File: src/rtl/obi_cache_cmd_queue.sv
// obi_cache_cmd_queue
//   OBI slave front end for the key/value cache controller. The master stages
//   value and key words, then writes a non-zero opcode. That write enqueues
//   {op, key, value} into a command FIFO. The controller takes commands from the
//   head of that FIFO. Its results are pushed into a response FIFO, which the
//   master inspects and pops through the POP word.
//
// Ports
//   clk, rst_n                   clock, async active-low reset
//   obi_req_i / obi_gnt_o        OBI A-channel handshake
//   obi_addr_i, obi_we_i,        byte address, write enable, write data
//   obi_wdata_i
//   obi_rvalid_o, obi_rready_i   OBI R-channel handshake
//   obi_rdata_o, obi_err_o       response data / error (qualified by rvalid)
//   cmd_valid_o / cmd_ready_i    head command handshake towards the controller
//   cmd_op_o, cmd_key_o,         head command fields
//   cmd_value_o
//   rsp_valid_i, rsp_succ_i,     one-cycle controller result
//   rsp_value_i
//
// Word map (NV value words, NK key words, C = NV+NK):
//   0..NV-1 value staging (RW), NV..C-1 key staging (RW), C op (WO),
//   C+1 status (RO), C+2..C+1+NV response head value (RO), C+2+NV POP (RO).
module obi_cache_cmd_queue #(
  parameter int DATA_WIDTH  = 32,
  parameter int KEY_WIDTH   = 32,
  parameter int VALUE_WIDTH = 64,
  parameter int OP_WIDTH    = 2,
  parameter int CMD_DEPTH   = 4,
  parameter int RSP_DEPTH   = 4
) (
  input  logic                   clk,
  input  logic                   rst_n,
  input  logic                   obi_req_i,
  output logic                   obi_gnt_o,
  input  logic [DATA_WIDTH-1:0]  obi_addr_i,
  input  logic                   obi_we_i,
  input  logic [DATA_WIDTH-1:0]  obi_wdata_i,
  output logic                   obi_rvalid_o,
  input  logic                   obi_rready_i,
  output logic [DATA_WIDTH-1:0]  obi_rdata_o,
  output logic                   obi_err_o,
  output logic                   cmd_valid_o,
  input  logic                   cmd_ready_i,
  output logic [OP_WIDTH-1:0]    cmd_op_o,
  output logic [KEY_WIDTH-1:0]   cmd_key_o,
  output logic [VALUE_WIDTH-1:0] cmd_value_o,
  input  logic                   rsp_valid_i,
  input  logic                   rsp_succ_i,
  input  logic [VALUE_WIDTH-1:0] rsp_value_i
);

  localparam int BYTE_SH = $clog2(DATA_WIDTH/8);
  localparam int NV      = VALUE_WIDTH/DATA_WIDTH;
  localparam int NK      = KEY_WIDTH/DATA_WIDTH;
  localparam int C       = NV + NK;
  localparam int W_OP    = C;
  localparam int W_STAT  = C + 1;
  localparam int W_RVAL  = C + 2;
  localparam int W_POP   = C + 2 + NV;
  localparam int SW      = $clog2(C);
  localparam int VIW     = (NV > 1) ? $clog2(NV) : 1;
  localparam int CPW     = $clog2(CMD_DEPTH);
  localparam int RPW     = $clog2(RSP_DEPTH);
  localparam int CCW     = CPW + 1;
  localparam int RCW     = RPW + 1;

  typedef struct packed {
    logic [OP_WIDTH-1:0]    op;
    logic [KEY_WIDTH-1:0]   key;
    logic [VALUE_WIDTH-1:0] value;
  } cmd_t;

  typedef struct packed {
    logic                   succ;
    logic [VALUE_WIDTH-1:0] value;
  } rsp_t;

  // staging words: [NV-1:0] value (word 0 = LSW), [C-1:NV] key
  logic [C-1:0][DATA_WIDTH-1:0] stage_q;

  cmd_t [CMD_DEPTH-1:0] cmd_mem;
  logic [CPW-1:0]       cmd_wr, cmd_rd;
  logic [CCW-1:0]       cmd_cnt;

  rsp_t [RSP_DEPTH-1:0] rsp_mem;
  logic [RPW-1:0]       rsp_wr, rsp_rd;
  logic [RCW-1:0]       rsp_cnt;
  logic [RCW-1:0]       inflight;

  logic                  rvalid_q, err_q;
  logic [DATA_WIDTH-1:0] rdata_q;

  // ---------------- decode ----------------
  logic [DATA_WIDTH-1:0] widx, rv_off;
  logic is_stage, is_op, is_stat, is_rval, is_pop, op_nz;

  assign widx     = obi_addr_i >> BYTE_SH;
  assign rv_off   = widx - DATA_WIDTH'(W_RVAL);
  assign is_stage = widx < DATA_WIDTH'(C);
  assign is_op    = widx == DATA_WIDTH'(W_OP);
  assign is_stat  = widx == DATA_WIDTH'(W_STAT);
  assign is_rval  = (widx >= DATA_WIDTH'(W_RVAL)) && (widx < DATA_WIDTH'(W_POP));
  assign is_pop   = widx == DATA_WIDTH'(W_POP);
  assign op_nz    = obi_wdata_i[OP_WIDTH-1:0] != '0;

  // ---------------- FIFO heads / issue ----------------
  cmd_t                         cmd_head;
  rsp_t                         rsp_head;
  logic [NV-1:0][DATA_WIDTH-1:0] rsp_head_words;
  logic                         cmd_empty, cmd_full, rsp_empty;
  logic [RCW:0]                 credit_used;
  logic                         cmd_issue, rsp_acc;

  assign cmd_head       = cmd_mem[cmd_rd];
  assign rsp_head       = rsp_mem[rsp_rd];
  assign rsp_head_words = rsp_head.value;
  assign cmd_empty      = cmd_cnt == '0;
  assign cmd_full       = cmd_cnt == CCW'(CMD_DEPTH);
  assign rsp_empty      = rsp_cnt == '0;

  // A command is only offered while a response slot is guaranteed for it,
  // which is what keeps the response FIFO from ever overflowing.
  assign credit_used = (RCW+1)'(rsp_cnt) + (RCW+1)'(inflight);
  assign cmd_valid_o = ~cmd_empty & (credit_used < (RCW+1)'(RSP_DEPTH));
  assign cmd_op_o    = cmd_head.op;
  assign cmd_key_o   = cmd_head.key;
  assign cmd_value_o = cmd_head.value;

  assign cmd_issue = cmd_valid_o & cmd_ready_i;
  // results with nothing outstanding are a controller protocol error: dropped
  assign rsp_acc   = rsp_valid_i & (inflight != '0);

  // ---------------- A-channel ----------------
  logic enq_req, cmd_block, r_stall;

  assign enq_req   = obi_we_i & is_op & op_nz;
  // a same-cycle controller pop frees a slot, so a full FIFO does not block then
  assign cmd_block = enq_req & cmd_full & ~cmd_issue;
  assign r_stall   = rvalid_q & ~obi_rready_i;
  assign obi_gnt_o = obi_req_i & ~r_stall & ~cmd_block;

  // access result, applied only when granted
  logic [DATA_WIDTH-1:0] acc_rdata;
  logic                  acc_err, do_stage_wr, do_enq, do_pop;

  always_comb begin
    acc_rdata   = '0;
    acc_err     = 1'b0;
    do_stage_wr = 1'b0;
    do_enq      = 1'b0;
    do_pop      = 1'b0;
    if (obi_we_i) begin
      if (is_stage)   do_stage_wr = 1'b1;
      else if (is_op) do_enq      = op_nz;   // op 0 is an OKAY no-op
      else            acc_err     = 1'b1;    // RO words and unmapped
    end else begin
      if (is_stage) begin
        acc_rdata = stage_q[widx[SW-1:0]];
      end else if (is_stat) begin
        acc_rdata = DATA_WIDTH'({rsp_cnt, cmd_cnt, inflight});
      end else if (is_rval) begin
        if (!rsp_empty) acc_rdata = rsp_head_words[rv_off[VIW-1:0]];
      end else if (is_pop) begin
        if (rsp_empty) begin
          acc_err = 1'b1;
        end else begin
          acc_rdata = DATA_WIDTH'({1'b1, rsp_head.succ});
          do_pop    = 1'b1;
        end
      end else begin
        acc_err = 1'b1;                      // op word read or unmapped
      end
    end
  end

  logic cmd_push, rsp_pop;
  assign cmd_push = obi_gnt_o & do_enq;
  assign rsp_pop  = obi_gnt_o & do_pop;

  // ---------------- R-channel ----------------
  always_ff @(posedge clk or negedge rst_n) begin
    if (!rst_n) begin
      rvalid_q <= 1'b0;
      rdata_q  <= '0;
      err_q    <= 1'b0;
    end else if (obi_gnt_o) begin
      rvalid_q <= 1'b1;
      rdata_q  <= acc_rdata;
      err_q    <= acc_err;
    end else if (obi_rready_i) begin
      rvalid_q <= 1'b0;
    end
  end

  assign obi_rvalid_o = rvalid_q;
  assign obi_rdata_o  = rdata_q;
  assign obi_err_o    = err_q;

  // ---------------- staging ----------------
  always_ff @(posedge clk or negedge rst_n) begin
    if (!rst_n)
      stage_q <= '0;
    else if (obi_gnt_o && do_stage_wr)
      stage_q[widx[SW-1:0]] <= obi_wdata_i;
  end

  // ---------------- command FIFO ----------------
  cmd_t new_cmd;
  assign new_cmd = '{op:    obi_wdata_i[OP_WIDTH-1:0],
                     key:   stage_q[C-1:NV],
                     value: stage_q[NV-1:0]};

  always_ff @(posedge clk or negedge rst_n) begin
    if (!rst_n) begin
      cmd_mem <= '0;
      cmd_wr  <= '0;
      cmd_rd  <= '0;
      cmd_cnt <= '0;
    end else begin
      if (cmd_push) begin
        cmd_mem[cmd_wr] <= new_cmd;
        cmd_wr          <= cmd_wr + 1'b1;
      end
      if (cmd_issue) cmd_rd <= cmd_rd + 1'b1;
      cmd_cnt <= cmd_cnt + CCW'(cmd_push) - CCW'(cmd_issue);
    end
  end

  // ---------------- in-flight counter ----------------
  always_ff @(posedge clk or negedge rst_n) begin
    if (!rst_n)
      inflight <= '0;
    else if (cmd_issue && !rsp_acc)
      inflight <= inflight + 1'b1;
    else if (!cmd_issue && rsp_acc)
      inflight <= inflight - 1'b1;
  end

  // ---------------- response FIFO ----------------
  always_ff @(posedge clk or negedge rst_n) begin
    if (!rst_n) begin
      rsp_mem <= '0;
      rsp_wr  <= '0;
      rsp_rd  <= '0;
      rsp_cnt <= '0;
    end else begin
      if (rsp_acc) begin
        rsp_mem[rsp_wr] <= '{succ: rsp_succ_i, value: rsp_value_i};
        rsp_wr          <= rsp_wr + 1'b1;
      end
      if (rsp_pop) rsp_rd <= rsp_rd + 1'b1;
      rsp_cnt <= rsp_cnt + RCW'(rsp_acc) - RCW'(rsp_pop);
    end
  end

endmodule

File: config.mk
export PLATFORM = sky130hd
export DESIGN_NAME = obi_cache_cmd_queue
export DESIGN_NICKNAME = d
export VERILOG_FILES = /design/src/rtl/obi_cache_cmd_queue.sv
export SDC_FILE = /design/constraint.sdc
export NUM_CORES = 1
export LEC_CHECK = 0
export ABC_AREA = 1
export BUFFER_PORTS_ARGS = -buffer_cell sky130_fd_sc_hd__buf_2
export CAP_MARGIN = 5
export CELL_PAD_IN_SITES_DETAIL_PLACEMENT = 1
export CELL_PAD_IN_SITES_GLOBAL_PLACEMENT = 1
export CORE_MARGIN = 4
export CORE_UTILIZATION = 50
export DETAILED_ROUTE_END_ITERATION = 7
export PLACE_DENSITY = 0.92
export SLEW_MARGIN = 20
export SYNTH_ARGS = -nofsm -noshare
export SYNTH_HDL_FRONTEND = slang
export SYNTH_SLANG_ARGS = --single-unit
export TNS_END_PERCENT = 100
File: constraint.sdc
create_clock -name clk -period 5.62 [get_ports clk]
set_input_delay 0 -clock clk [delete_from_list [all_inputs] [get_ports clk]]
set_output_delay 0 -clock clk [all_outputs]
set_load 0.02 [all_outputs]
==> results of run 1 <==
## per-layer routing
metal	track usage (%)	share of wire (%)	up-vias	routed length, um
li1	-	-	14800	-
met1	45.8	36	17800	54000
met2	61.6	48	1994	71400
met3	8.27	9.1	613	13700
met4	21.5	6.8	10	10200
met5	0	0.039	-	59
## critical path, cell delays in order, from the launching register on
cell and delay, ps:
dfrtp_1 460, ha_1 310, nor3_1 230, nand4_1 310, nand3_1 180, inv_1 80, nand3_4 180, nand2_2 210
buf_4 340, nor2_8 400, buf_12 430, nand3_1 210, nand2_1 130
## cells in the mapped netlist (2+ instances only)
cell	number	share of area, %
a21oi_1	40	0.54
buf_1	60	0.60
buf_2	60	0.81
buf_4	17	0.34
clkbuf_1	181	1.8
dfrtp_1	799	54
fa_1	3	0.16
ha_1	15	0.50
inv_1	80	0.81
inv_2	3	0.030
mux2_2	241	7.3
nand2_1	1516	15
nand3_1	572	7.7
nand3b_1	2	0.040
nand4_1	7	0.12
nand4_2	4	0.13
nor2_1	278	2.8
nor2_2	6	0.10
nor3_1	4	0.054
o211ai_1	2	0.040
o21ai_0	301	4.0
o221ai_1	18	0.42
o22ai_1	117	2.0
o31a_1	6	0.14
xnor2_1	4	0.094
xor2_1	6	0.14
## worst paths after layout
path	startpoint	cells past startpoint	end	slack, ps
min in group clk	obi_addr_i[4]	7	obi_err_o	40
max in group asynchronous	rst_n	3	cmd_mem[342]	4080
max	inflight[2]	12	cmd_mem[137]	1760
max reg2reg	inflight[2]	12	cmd_mem[137]	1760
min reg2reg	obi_rdata_o[23]	2	obi_rdata_o[23]	470
min	rst_n	2	cmd_mem[296]	-1
## cell families (layout without fill, tap and decap cells)
logic type               after synthesis  after routing
multiplexers                         241            241
XOR/XNOR                              10             10
adder cells (fa/ha/maj)               18             18
other                                  0             11
flip-flops                           799            799
buffers and inverters                402            669
AND/OR/NAND/NOR                     2399           2399
AO/OA/AOI/OAI                        485            485
## flip-flops by register name (all words and copies together) (netlist names), 3 cells and up
signal       flops
obi_rdata_o     32
rsp_cnt          3
cmd_cnt          3
rsp_mem        260
new_cmd         96
inflight         3
cmd_mem        392
## report_power, final
group / internal, W / switching, W
registers: 0.00678 / 0.000870
logic: 0.00224 / 0.00398
clock network: 0.00361 / 0.00254
total: 0.0126 / 0.00739
## area by class of cell
cell class                      count  area [um^2]  area share [%]
Antenna cell                       11         27.5          0.0637
Clock buffer                      132         2640            6.12
Clock inverter                     26          354           0.820
Inverter                           84          322           0.745
Multi-Input combinational cell   3153        15700            36.4
Sequential cell                   799        20000            46.3
Tap cell                          959         1200            2.78
Timing Repair Buffer              427         2910            6.73
## metrics by stage
step | area (um^2) | std cells | total power [W] | util (%) | setup WS [ps]
6_report | 43200 | 5591 | 0.0200 | 58.8 | 1760
2_1_floorplan | 37300 | 4354 | 0.0112 | - | 2510
5_1_grt | 43200 | 5584 | 0.0207 | 58.8 | 1650
4_1_cts | 43100 | 5579 | 0.0198 | 58.7 | 1880
3_3_place_gp | 39100 | 5315 | 0.0130 | 53.2 | 1940
3_5_place_dp | 39100 | 5315 | 0.0134 | 53.2 | 1860
## timing repair
action	CTS	global route
hold buffers	106	0
buffers inserted	0	0
resized for setup	0	0
hold endpoints to repair	456	0
==> flow_metrics.tcl, run 1 <==
set metrics [dict create \
    avgRoutedWirePerCell_um 26.7 \
    crit_arrival_ps 4430 \
    hold_class "in -> async" \
    power.leakage_nw 22.1 \
    ir_worst_vdd_mv 0.383 \
    yosysSeqAreaShare_pct 53.7 \
    drv_slew 0 \
    worstSetupPathType "reg -> reg" \
    synth_area_um2 37300 \
    synth_ff_type "dfrtp_1" \
    antenna_found_initial 13 \
    netlist_instances 4354 \
    nets 4705 \
    die-area_um2 78900 \
    cts_htree_levels 3 \
    grt_pass1_wl_um 228000 \
    drc 0 \
    post-dp-hpwl_um 83700 \
    mostFrequentLayoutCells "nand2_1 (1,516), dfrtp_1 (795), nand3_1 (572)" \
    cts_buffer_depth 3 \
    outcome "complete, but fails checks" \
    cts_sinks 799 \
    fmaxAchievable_mhz 259 \
    tritoncts "done" \
    ctsRootBufferMaster "clkbuf_16" \
    die_h_um 281 \
    setup_tns_ps 0 \
    grt_use_total_pct 37.4 \
    grt-ovfl-total 0 \
    rsz0062_at_grt "false" \
    ys_ff_latch 799 \
    routabilityCongestion 0.852 \
    synth_mux_area_share_pct 7.28 \
    cp.required_ps 6180 \
    cp_max_fo 162 \
    dr.pass1.iters 6 \
    violations "hold timing" \
    boundaryPins 270 \
    fin_hold_ws_ps -1.02 \
    syn_to_final_growth_pct 15.9 \
    worst_setup_path_start_kind "flop" \
    maxSlewHeadroom_pct 19.4 \
    async_flop_share_pct 100 \
    clk_pin_slew_worst_paths_ps 70 \
    ys_warn_count 0 \
    synth_fp_nets 4508 \
    synthXorXnorAreaFrac_pct 0.235 \
    fin_crit_sh_pct 68.7 \
    fill_cells 8505 \
    syn_area_per_cell_um2 8.56 \
    yosys.area_share.simple_pct 26.5 \
    synthAdderAreaFrac_pct 0.665 \
    synth_compound_area_share_pct 7.21 \
    p_per_area_nw_per_um2 464 \
    ant_nets 0 \
    end_kind "flop" \
    viasPerCell 6.29 \
    coreArea_um2 73500 \
    synth_cell_types 38 \
    synth_top_family_by_area "simple AND/OR/NAND/NOR gates" \
    grt_pass1_vias 37600 \
    fp.dieW_um 281 \
    final_common_cell "nand2_1" \
    rows 99 \
    synth-edff-count 0 \
    initial_core_util_pct 50.7 \
    drt-initial-drc-count 3841 \
    period_minus_slack_ps 3860 \
    grt_max_degree 163 \
    clock_skew_ps 31.9 \
    vias 35200 \
    finalHoldViolations 1 \
    clk_latency_ps 660 \
    wl_um 149000 \
    cap_violations 0 \
    setup-violations-final 0 \
    io_buffers 267 \
    numCtsBuffers 86 \
    tightest_slew_ps 1210 \
    drive_gt1_share_pct 16.0 \
]
Power figures use the tool's default switching activity.
==> inputs of run 2 (changes only) <==
CORE_UTILIZATION = 46   (was 50)
PLACE_DENSITY = 0.86   (was 0.92)
clock period = 3.7 ns   (was 5.62 ns; I/O delays follow)
==> run 2 against run 1 <==
The run still ends with hold timing left. Clock skew shrank 3.9 ps. Hold slack lost 8.4 ps. First-iteration DRC count shrank 15%. Die area grew 8.4%. Count of clock-buffer cells in the layout grew 1. Critical path type unchanged. Critical endpoint is now cmd_cnt[2]. Largest cell class unchanged. Highest routed layer unchanged.
==> flow_metrics.tcl, run 2 (same netlist as run 1, synthesis figures left out) <==
set metrics [dict create \
    largest_register "cmd_mem" \
    boundaryPins 270 \
    coreArea_um2 80400 \
    worstSetupPathType "reg -> reg" \
    grt_max_degree 136 \
    mostFrequentLayoutCells "nand2_1 (1,516), dfrtp_1 (795), nand3_1 (572)" \
    cp_max_fo 9 \
    routabilityCongestion 0.821 \
    setup-violations-final 0 \
    largest_register_ffs 392 \
    finalHoldViolations 1 \
    io_buffers 267 \
    fin_hold_ws_ps -9.39 \
    dr.pass1.iters 6 \
    clk_pin_slew_worst_paths_ps 60 \
    crit_buf_inv 2 \
    vias 34400 \
    avgRoutedWirePerCell_um 24.9 \
    cts_htree_levels 3 \
    cp_cell_sequence "ha_1 -> nor3_1 -> nand4_1 -> nand3_1 -> inv_1 -> nand3_4 -> nand2_2 -> nor2_1 -> nand3_1 -> ha_1 -> inv_1 -> ha_1 -> fa_1 -> xnor2_1 -> xor2_1" \
    crit_arrival_ps 3990 \
    outcome "complete, but fails checks" \
    crit_family "simple AND/OR/NAND/NOR gates" \
    drive_gt1_share_pct 16.7 \
    cts_buffer_depth 3 \
    grt-ovfl-total 0 \
    fmaxAchievable_mhz 292 \
    drt-initial-drc-count 3249 \
    final_common_cell "nand2_1" \
    post-dp-hpwl_um 84400 \
    worst_setup_path_start_kind "flop" \
    pre_cts_ws_ps 276 \
    tightest_slew_ps 1100 \
    viasPerCell 6.01 \
    numCtsBuffers 87 \
    cap_violations 0 \
    drc 0 \
    grt_pass1_vias 37100 \
    antenna_found_initial 13 \
    end_kind "flop" \
    cp.required_ps 4260 \
    fp.dieW_um 293 \
    ant_nets 0 \
    clock_skew_ps 28.0 \
    post-cts-setup-buffers 0 \
    wl_um 143000 \
    reg2reg_depth 15 \
    grt_use_total_pct 33.0 \
    hold_class "in -> async" \
    fin_crit_sh_pct 92.6 \
    grt_pass1_wl_um 223000 \
    die_h_um 293 \
    cts_sinks 799 \
    fin_ws_ps 275 \
    setup_tns_ps 0 \
    period_minus_slack_ps 3430 \
    rsz0062_at_grt "false" \
    drv_slew 0 \
    path_depth 15 \
    power.leakage_nw 22.4 \
    ctsRootBufferMaster "clkbuf_16" \
    tritoncts "done" \
    rows 104 \
    nets 4740 \
    ir_worst_vdd_mv 0.533 \
    cp_slowest_cell "dfrtp_1" \
    die-area_um2 85600 \
    violations "hold timing" \
    clk_latency_ps 660 \
    initial_core_util_pct 46.3 \
    syn_to_final_growth_pct 17.7 \
    cp_common_cell "ha_1" \
    maxSlewHeadroom_pct 26.8 \
    max_stage_delay_ps 440 \
    p_per_area_nw_per_um2 683 \
]
## run 2: final timing paths
path	slack [ps]	from	endpoint
worst max-delay path	270	inflight[2]	cmd_cnt[2]
worst min-delay path	-9	rst_n	cmd_mem[3]
worst max register to register	270	inflight[2]	cmd_cnt[2]
worst min register to register	470	cmd_mem[204]	cmd_mem[204]
max in group asynchronous	2520	rst_n	rsp_mem[69]
min in group clk	110	obi_rready_i	obi_rvalid_o
## run 2: stage by stage
| stage | std cells | hold slack [ps] | util (%) | power [W] | area [um^2] |
|---|---|---|---|---|---|
| after floorplan | 4354 | -296 | - | 0.0169 | 37300 |
| after global placement | 5449 | 136 | 49.5 | 0.0199 | 39800 |
| after detailed placement | 5449 | 142 | 49.5 | 0.0205 | 39800 |
| after CTS | 5719 | 60.4 | 54.5 | 0.0298 | 43800 |
| after global routing | 5719 | 62.1 | 54.5 | 0.0313 | 43800 |
| final | 5727 | -9.39 | 54.5 | 0.0300 | 43800 |
## run 2: cell type report
type / count / area, um^2
sequential: 799 / 20000
inverter: 84 / 319
tap: 1060 / 1330
antenna: 8 / 20.0
timing repair buffer: 461 / 3470
fill: 9373 / 36600
clock inverter: 29 / 334
clock buffer: 133 / 2620
multi-input combinational: 3153 / 15700
## run 2: routing by layer
metal,GRT usage (%),wire length (um)
met5,0,65
met4,14.6,7290
met3,6.54,11200
met2,55.4,69100
met1,41.8,55200
## run 2: power by group
group,switching (W),internal [W],total (W)
Sequential,0.00108,0.0103,0.0114
Combinational,0.00599,0.00349,0.00947
Clock,0.00384,0.00526,0.00910
Total,0.0109,0.0190,0.0300
## run 2: timing repair
action | 4_1_cts | 5_1_grt
gates resized for setup | 0 | 1
hold buffers | 108 | 0
hold endpoints to repair | 457 | 0
endpoints found under the setup margin | 0 | 1
